<file path="src/rtl/cpu_pkg.sv">
// Shared encodings for the multi-cycle control unit: opcodes, ALU codes,
// write-back selects, FSM states and decoded instruction classes.
package cpu_pkg;

  localparam logic [3:0] OP_NOP   = 4'h0;
  localparam logic [3:0] OP_ADD   = 4'h1;
  localparam logic [3:0] OP_SUB   = 4'h2;
  localparam logic [3:0] OP_AND   = 4'h3;
  localparam logic [3:0] OP_OR    = 4'h4;
  localparam logic [3:0] OP_XOR   = 4'h5;
  localparam logic [3:0] OP_NOT   = 4'h6;
  localparam logic [3:0] OP_SHL   = 4'h7;
  localparam logic [3:0] OP_SHR   = 4'h8;
  localparam logic [3:0] OP_LDI   = 4'h9;
  localparam logic [3:0] OP_LOAD  = 4'hA;
  localparam logic [3:0] OP_STORE = 4'hB;
  localparam logic [3:0] OP_JMP   = 4'hC;
  localparam logic [3:0] OP_JZ    = 4'hD;
  localparam logic [3:0] OP_MOV   = 4'hE;
  localparam logic [3:0] OP_HALT  = 4'hF;

  localparam logic [3:0] ALU_NONE = 4'h0;
  localparam logic [3:0] ALU_MOV  = 4'hF;

  localparam logic [1:0] WB_ALU = 2'b00;
  localparam logic [1:0] WB_IMM = 2'b01;
  localparam logic [1:0] WB_MEM = 2'b10;

  typedef enum logic [2:0] {
    S_FETCH     = 3'd0,
    S_DECODE    = 3'd1,
    S_EXECUTE   = 3'd2,
    S_MEMORY    = 3'd3,
    S_WRITEBACK = 3'd4,
    S_HALT      = 3'd5
  } state_t;

  typedef enum logic [2:0] {
    C_NOP   = 3'd0,
    C_ALU   = 3'd1,
    C_LDI   = 3'd2,
    C_LOAD  = 3'd3,
    C_STORE = 3'd4,
    C_JMP   = 3'd5,
    C_JZ    = 3'd6,
    C_HALT  = 3'd7
  } cls_t;

endpackage

</file>
<file path="src/rtl/cu_decode.sv">
// Combinational opcode decoder: instruction class, ALU operation and
// write-back source for the instruction held in the IR.
module cu_decode
  import cpu_pkg::*;
(
  input  logic [3:0] opcode,
  output cls_t       cls,
  output logic [3:0] alu_op,
  output logic [1:0] wb_sel
);

  always_comb begin
    cls    = C_NOP;
    alu_op = ALU_NONE;
    wb_sel = WB_ALU;
    case (opcode)
      OP_NOP:   cls = C_NOP;
      OP_ADD, OP_SUB, OP_AND, OP_OR,
      OP_XOR, OP_NOT, OP_SHL, OP_SHR: begin
        cls    = C_ALU;
        alu_op = opcode;
      end
      OP_MOV: begin
        cls    = C_ALU;
        alu_op = ALU_MOV;
      end
      OP_LDI: begin
        cls    = C_LDI;
        wb_sel = WB_IMM;
      end
      OP_LOAD: begin
        cls    = C_LOAD;
        wb_sel = WB_MEM;
      end
      OP_STORE: cls = C_STORE;
      OP_JMP:   cls = C_JMP;
      OP_JZ:    cls = C_JZ;
      default:  cls = C_HALT;
    endcase
  end

endmodule

</file>
<file path="src/rtl/control_unit.sv">
// Multi-cycle CPU control unit: FETCH/DECODE/EXECUTE/MEMORY/WRITEBACK/HALT
// sequencer that drives fetch, data-memory, register-file and PC controls.
module control_unit
  import cpu_pkg::*;
#(
  parameter int ADDR_W = 8
) (
  input  logic              clk,
  input  logic              rst_n,
  output logic              fetch_req,
  input  logic              fetch_ack,
  input  logic [15:0]       instr,
  output logic              mem_req,
  output logic              mem_we,
  input  logic              mem_ack,
  output logic [3:0]        alu_op,
  input  logic              alu_zero,
  output logic [3:0]        rd_sel,
  output logic [3:0]        rs_sel,
  output logic [7:0]        imm,
  output logic              reg_we,
  output logic [1:0]        wb_sel,
  output logic              pc_inc,
  output logic              pc_load,
  output logic [ADDR_W-1:0] pc_target,
  output logic              zero_q,
  output logic              halted
);

  state_t     state, state_nxt;
  logic       run_q;
  logic [15:0] ir_q;
  cls_t       cls;
  logic [3:0] dec_alu_op;
  logic [1:0] dec_wb_sel;
  logic       fetch_take;

  cu_decode u_decode (
    .opcode (ir_q[15:12]),
    .cls    (cls),
    .alu_op (dec_alu_op),
    .wb_sel (dec_wb_sel)
  );

  // run_q keeps every output quiet while reset is held and until the first
  // edge after release, so nothing is requested from the reset state itself.
  assign fetch_take = run_q && fetch_ack && (state == S_FETCH);

  always_ff @(posedge clk or negedge rst_n) begin
    if (!rst_n) begin
      state <= S_FETCH;
      run_q <= 1'b0;
    end else begin
      state <= state_nxt;
      run_q <= 1'b1;
    end
  end

  always_ff @(posedge clk or negedge rst_n) begin
    if (!rst_n) begin
      ir_q   <= '0;
      zero_q <= 1'b0;
    end else begin
      if (fetch_take)
        ir_q <= instr;
      if (state == S_EXECUTE && cls == C_ALU)
        zero_q <= alu_zero;
    end
  end

  always_comb begin
    state_nxt = state;
    case (state)
      S_FETCH:     if (fetch_take) state_nxt = S_DECODE;
      S_DECODE: begin
        if (cls == C_HALT)     state_nxt = S_HALT;
        else if (cls == C_NOP) state_nxt = S_FETCH;
        else                   state_nxt = S_EXECUTE;
      end
      S_EXECUTE: begin
        case (cls)
          C_ALU, C_LDI:     state_nxt = S_WRITEBACK;
          C_LOAD, C_STORE:  state_nxt = S_MEMORY;
          default:          state_nxt = S_FETCH;
        endcase
      end
      S_MEMORY:    if (mem_ack) state_nxt = (cls == C_LOAD) ? S_WRITEBACK : S_FETCH;
      S_WRITEBACK: state_nxt = S_FETCH;
      S_HALT:      state_nxt = S_HALT;
      default:     state_nxt = S_FETCH;
    endcase
  end

  always_comb begin
    fetch_req = 1'b0;
    pc_inc    = 1'b0;
    pc_load   = 1'b0;
    mem_req   = 1'b0;
    mem_we    = 1'b0;
    reg_we    = 1'b0;
    wb_sel    = WB_ALU;
    alu_op    = ALU_NONE;
    halted    = 1'b0;
    if (run_q) begin
      case (state)
        S_FETCH: begin
          fetch_req = !fetch_ack;
          pc_inc    = fetch_ack;
        end
        S_EXECUTE: begin
          if (cls == C_ALU) alu_op = dec_alu_op;
          if (cls == C_JMP) pc_load = 1'b1;
          if (cls == C_JZ)  pc_load = zero_q;
        end
        S_MEMORY: begin
          mem_req = 1'b1;
          mem_we  = (cls == C_STORE);
        end
        S_WRITEBACK: begin
          reg_we = 1'b1;
          wb_sel = dec_wb_sel;
          if (cls == C_ALU) alu_op = dec_alu_op;
        end
        S_HALT:  halted = 1'b1;
        default: ;
      endcase
    end
  end

  assign rd_sel    = ir_q[11:8];
  assign rs_sel    = ir_q[7:4];
  assign imm       = ir_q[7:0];
  assign pc_target = ir_q[ADDR_W-1:0];

endmodule
</file>
<file path="config.mk">
export PLATFORM = sky130hd
export DESIGN_NAME = control_unit
export DESIGN_NICKNAME = d
export VERILOG_FILES = /design/src/rtl/cpu_pkg.sv /design/src/rtl/cu_decode.sv /design/src/rtl/control_unit.sv
export SDC_FILE = /design/constraint.sdc
export NUM_CORES = 1
export LEC_CHECK = 0
export ABC_AREA = 1
export CORE_UTILIZATION = 46
export CTS_BUF_LIST = sky130_fd_sc_hd__clkbuf_2 sky130_fd_sc_hd__clkbuf_4 sky130_fd_sc_hd__clkbuf_8
export CTS_CLUSTER_DIAMETER = 150
export DETAILED_ROUTE_END_ITERATION = 8
export PLACE_DENSITY_LB_ADDON = 0.3
export SYNTH_ARGS = -nofsm -noshare
export SYNTH_HDL_FRONTEND = slang
export SYNTH_SLANG_ARGS = --single-unit
</file>
<file path="constraint.sdc">
create_clock -name clk -period 3.56 [get_ports clk]
set_input_delay 0.712 -clock clk [delete_from_list [all_inputs] [get_ports clk]]
set_output_delay 0.712 -clock clk [all_outputs]
set_load 0.01 [all_outputs]
</file>
==> results of run 1 <==
[metrics by stage]
| stage | worst slack, ps | total power, uW |
|---|---|---|
| after floorplan | 1730 | 1050 |
| after global placement | 886 | 1260 |
| after detailed placement | 883 | 1290 |
| after CTS | 780 | 1400 |
| after global routing | 592 | 1500 |
| final | 779 | 1400 |
[kinds of logic (layout without fill, tap and decap cells)]
logic type | Yosys count | in the layout | synth area share, %
AND/OR/NAND/NOR | 100 | 100 | 34.0
flip-flops | 21 | 21 | 40.3
buffers and inverters | 42 | 78 | 19.5
other | 1 | 1 | 0.288
AO/OA/AOI/OAI | 14 | 14 | 5.95
[cell type report]
type,instances,area [sq um],area share (%)
multi-input combinational,115,524,29.8
timing repair buffer,59,588,33.4
clock buffer,3,22.5,1.28
clock inverter,1,5.00,0.284
tap,30,37.5,2.13
sequential,21,526,29.9
inverter,15,56.3,3.20
[cell usage after synthesis]
master,count,area (sq um)
o2111ai_1,1,8.76
nand3_2,2,20.0
a21oi_1,6,30.0
o21ai_1,1,5.00
nor2_4,1,11.3
nor2_1,14,52.6
buf_4,25,188
o21ai_0,5,25.0
nand2_1,64,240
nor4_1,1,6.26
or2_4,1,8.76
inv_1,9,33.8
conb_1,1,3.75
inv_2,6,22.5
nor3_2,1,10.0
dfrtp_1,21,526
nor2_2,2,12.5
nand3_1,7,35.0
o21ai_2,1,8.76
nor3_1,6,30.0
buf_2,2,10.0
nor3_4,1,16.3
[layout by cell type, fill, tap and decap left out, drive strengths merged]
master / instances
a21oi: 6
buf: 1
clkbuf: 3
clkdlybuf4s50: 58
clkinv: 1
conb: 1
dfrtp: 21
inv: 15
nand2: 64
nand3: 9
nor2: 17
nor3: 8
nor4: 1
o2111ai: 1
o21ai: 7
or2: 1
[per-layer routing]
metal  GRT usage, %  wire (um)
met1           25.3       1300
met3           3.28        162
met5              0          0
met2           33.0       1410
met4           8.57         60
[sequential cells by signal (all words and copies together), names as in the netlist]
signal and cells:
ir_q 16, state 3, zero_q 1, run_q 1
[power breakdown]
group	switching (uW)	internal (uW)
clock network	76.7	42.0
registers	122	346
logic	412	399
[worst max-delay path: stages, from the launching register on]
cell and delay, ps:
dfrtp_1 500, inv_2 80, nor3_1 220, o21ai_0 240, a21oi_1 170, clkdlybuf4s50_1 550
[path summary, 6_finish.rpt]
kind	slack [ps]	to	startpoint
max	780	alu_op[2]	state[2]$_DFFE_PN0P_
min	490	ir_q[9]$_DFFE_PN0P_	ir_q[9]$_DFFE_PN0P_
max reg2reg	2050	ir_q[7]$_DFFE_PN0P_	state[1]$_DFFE_PN0P_
min reg2reg	490	ir_q[9]$_DFFE_PN0P_	ir_q[9]$_DFFE_PN0P_
max in group asynchronous	2060	ir_q[13]$_DFFE_PN0P_	rst_n
min in group asynchronous	910	state[1]$_DFFE_PN0P_	rst_n
==> impl_results.md, run 1 <==
* Setup skew after layout at 7.97 ps
* Final #Nets at approximately 240
* Wire length of the first global-routing pass at 4850 um
* Row count at 18
* Final Non-Filler Cells at 244
* Seq cells post-synth at 21
* Die width at 55.2 um
* Chip height at ~55 um
* Die ar. at just over 3000 sq um
* Post-Syn Area at between 1000 and 1500 sq um
* Sink Count at 21
* Status: complete, no violations
* Final ANT Viol Nets at 0
* Ys Warns at 0
* Seq/Total Area, Yosys at 40.3%
* R2R depth at 7
* Worst hold path type: reg2reg
* RD Place Congestion at 0.904
* Post_cts resized at 0
* Reg clk slew, reported paths at around 130 ps
* Dpl cell area at between 1500 and 2000 sq um
* Worst-margin pin slew at 951 ps
* P per Cell Area at slightly below 800 nW/um^2
* Inserted Clock Buffers at 3
* Unrepaired setup endpoints after global routing: no
* TNS Setup at 0 ps
* Core ar. at roughly 2600 sq um
* Pre-Repair DR Iteration Count at 7
* Final worst-path cycle share at 78.1%
* Total number of H-tree levels at 1
* Worst Setup End Kind: output port
* Post-CTS setup buffers at 0
* DRC viols at 0
* Layout cells sized above 1 at 9.35%
* Top-level I/O count at 59
* Avg Inst Size Synth at about 7.3 sq um
* Mapped Cells at between 150 and 200
* Crit start category: register
* Hold-fix buffers, CTS at 0
* Gr ovfl total at 0
* 1st-iter DRT viols at 30
* P&R area growth vs syn at 34.9%
* Syn Nets at 199
* VDD IR-drop max at 0.473 mV
* Slew headroom at 36.4%
* Initial antenna violation count at 0
* CTS tree: built
* Slew Limit Fails at 0
* CP required at 2850 ps
* CTS root buffer: clkbuf_4
* WHS Path Cells at 2
* DP HPWL at between 2000 and 2500 um
* Vias per cell at between 4 and 5
* Maximum fanout along the worst path at 4
* Fmax achieved at 0.360 GHz
* Period minus WS final at roughly 2800 ps
* Starting Density at 50.8%
* Worst EP arrival at around 2100 ps
* Max clock buf depth at 2
* Fin Hold WS at between 400 and 500 ps
* Synth cell types at 22
* Fin util at about two thirds
* Placed cells at 240
* Worst-Skew Late Latency at 310 ps
* Post-Route WL at 2930 um
* Final setup vio count at 0
* Vias in the first global route at between 1k and 1.5k
* Antenna Diode Count at 0
* Fillers at 218
* Largest net degree at the start of global routing at 22
* MaxCap Viol Count at 0
* Design Area, Final at 1760 sq um
* Final Hold Fails at 0
* Avg WL per Cell at 12.0 um
* Buffers added on ports at 58
* Setup Crit Path Kind: reg2out
* Leak pwr at 0.000818 uW
* Via count at 1219
* Total Routing Usage GR at 19.8%
Power figures use the tool's default switching activity.
==> inputs of run 2 (changes only) <==
CORE_UTILIZATION = 43   (was 46)
clock period = 2.8 ns   (was 3.56 ns; I/O delays follow)
==> run 2 against run 1 <==
  * The flow now finishes with violations (DRC)
  * Count of clock-buffer cells in the layout is 1 higher
  * Sequential cell count unchanged
  * Register-to-register slack worse by 760 ps
  * Total power increased by 28%
  * Sequential share of layout area is 0.14 points lower
  * Sequential power grew 27%
  * Non-clock buffer count is 1 higher
  * Final cell count up 0.82%
==> impl_results.md, run 2 (synthesis results as in run 1) <==
* Status: complete, but fails checks
* Failing checks: DRC
* CP required at 2240 ps (-610 ps)
* Layout cells sized above 1 at 10.2% (+0.89 points)
* Largest reg by FF count: ir_q
* Fmax achieved at 0.383 GHz
* Setup skew after layout at 1.94 ps (-6.03 ps)
* Dpl cell area at 1740 sq um (+0.51%)
* Row count at 19 (+1)
* Largest regs: ir_q (16), state (3)
* VDD IR-drop max at 0.481 mV (+1.7%)
* Post-CTS setup buffers at 0 (unchanged)
* Net Sw Power at 776 uW (+27%)
* Vias in the first global route at 1193 (+9.0%)
* Pre-Repair DR Iteration Count at 6 (-1)
* Leak pwr at 0.000821 uW (+0.48%)
* Top-level I/O count at 59 (unchanged)
* P&R area growth vs syn at 35.9%
* Wire length of the first global-routing pass at 5250 um (+8.2%)
* Pint at 1010 uW (+29%)
* Final Non-Filler Cells at 246 (+0.82%)
* Worst hold path type: reg2reg
* TNS Setup at 0 ps (unchanged)
* Crit start category: register
* Hold-fix buffers, CTS at 0 (unchanged)
* Worst EP arrival at 2050 ps (-20 ps)
* Most frequent cells in the layout: 64 x nand2_1, 58 x clkdlybuf4s50_1, 20 x dfrtp_1
* DRC viols at 12 (+12)
* Final #Nets at 237 (+0.42%)
* R2R depth at 7 (unchanged)
* Maximum fanout along the worst path at 7 (+3)
* Total Routing Usage GR at 20.5% (+0.72 points)
* R2r endpoint: ir_q[9]$_DFFE_PN0P_
* Most common cell after layout, fill and taps aside: nand2_1
* P per Cell Area at 1010 nW/um^2 (+27%)
* MaxCap Viol Count at 0 (unchanged)
* Slew Limit Fails at 0 (unchanged)
* Clk network pwr share at 8.5% (about the same)
* Reg clk slew, reported paths at 110 ps (-20 ps)
* DP HPWL at 2380 um (+3.0%)
* Period minus WS final at 2610 ps
* CTS root buffer: clkbuf_4
* Total number of H-tree levels at 1 (unchanged)
* Sink Count at 21 (unchanged)
* Design Area, Final at 1770 sq um (+0.71%)
* Worst setup path endpoint: alu_op[3]
* Final Hold Fails at 0 (unchanged)
* Placed cells at 242 (+0.83%)
* Setup slack after layout at 192 ps (-587 ps)
* Final setup vio count at 0 (unchanged)
* Via count at 1206 (-1.1%)
* Largest net degree at the start of global routing at 22 (unchanged)
* Vias per cell at 4.90 (-1.9%)
* Post-Route WL at 3130 um (+6.7%)
* Seq pwr share at 33.2% (-0.2 points)
* R2r setup slk at 1290 ps (-760 ps)
* Core ar. at 2810 sq um (+9.3%)
* Die ar. at 3260 sq um (+6.7%)
* Max reg flops at 16 (unchanged)
* Die width at 57.1 um (+3.3%)
* RD Place Congestion at 0.871 (-3.7%)
* Antenna Diode Count at 0 (unchanged)
* Worst-Skew Late Latency at 300 ps (about the same)
* Buffers added on ports at 58 (unchanged)
* Post_cts resized at 0 (unchanged)
* Avg WL per Cell at 12.7 um (+5.8%)
* 1st-iter DRT viols at 54 (+80%)
* Initial antenna violation count at 0 (unchanged)
* Inserted Clock Buffers at 3 (unchanged)
* Setup Crit Path Kind: reg2out
* Final worst-path cycle share at between 90 and 100%
* Final ANT Viol Nets at 0 (unchanged)
* Worst Setup End Kind: output port
* Fillers at 250 (+15%)
* Max clock buf depth at 2 (unchanged)
* Unrepaired setup endpoints after global routing: no
* Power share of the combinational group at 58.3% (+0.2 points)
* FF-to-FF Start: state[1]$_DFFE_PN0P_
* Sw Share at 43.3% (-0.38 points)
* Starting Density at 46.5% (-4.3 points)
* Chip height at 57.1 um (+3.3%)
* CP startpoint: ir_q[13]$_DFFE_PN0P_
* Gr ovfl total at 0 (unchanged)
* Post-place setup slack at 373 ps (-510 ps)
* CTS tree: built
-- run 2: area by class of cell --
class                   count  area [sq um]  area share [%]
clock buffers               4          30.0            1.69
multi-input cells         115           524            29.6
repair buffers             60           596            33.6
well taps                  31          38.8            2.19
inverters                  15          56.3            3.18
flip-flops and latches     21           527            29.7
-- run 2: worst min-delay path by stage --
| stage | start | to | slack [ps] | cells after the start |
|---|---|---|---|---|
| after floorplan | rst_n | ir_q[0]$_DFFE_PN0P_ | 260 | 0 |
| after detailed placement | ir_q[11]$_DFFE_PN0P_ | ir_q[11]$_DFFE_PN0P_ | 460 | 2 |
| after CTS | ir_q[11]$_DFFE_PN0P_ | ir_q[11]$_DFFE_PN0P_ | 490 | 2 |
| after global routing | ir_q[11]$_DFFE_PN0P_ | ir_q[11]$_DFFE_PN0P_ | 520 | 2 |
| final | ir_q[11]$_DFFE_PN0P_ | ir_q[11]$_DFFE_PN0P_ | 480 | 2 |
| after global placement | ir_q[9]$_DFFE_PN0P_ | ir_q[9]$_DFFE_PN0P_ | 450 | 2 |
-- run 2: metal layers --
layer	global-route usage [%]	routed length, um	part of all wire, %	vias up
li1	-	-	-	609
met1	25.1	1270	41	531
met2	35.5	1530	49	55
met3	2.95	236	7.5	11
met4	10.1	89	2.8	0
met5	0	0	0	-
-- run 2: worst max-delay path, stage by stage, from the launching register on --
cell and delay, ps:
dfrtp_1 480, inv_2 110, nor2_2 150, nand3_1 190
a21oi_1 240, clkdlybuf4s50_1 580
-- run 2: power groups by stage --
| stage | sequential (uW) | clock [uW] | combinational (uW) |
|---|---|---|---|
| detailed placement | 598 | 0 | 1040 |
| finish | 594 | 153 | 1040 |
| floorplan | 568 | 0 | 764 |
| CTS | 593 | 160 | 1050 |
| global placement | 587 | 0 | 1020 |
| global route | 617 | 177 | 1150 |
-- run 2: through the flow --
| stage | total power, uW | utilization [%] | hold WS [ps] |
|---|---|---|---|
| floorplan | 1330 | - | 264 |
| global placement | 1610 | 62.0 | 455 |
| detailed placement | 1640 | 62.0 | 461 |
| CTS | 1800 | 63.1 | 487 |
| global route | 1940 | 63.2 | 520 |
| finish | 1790 | 63.2 | 480 |
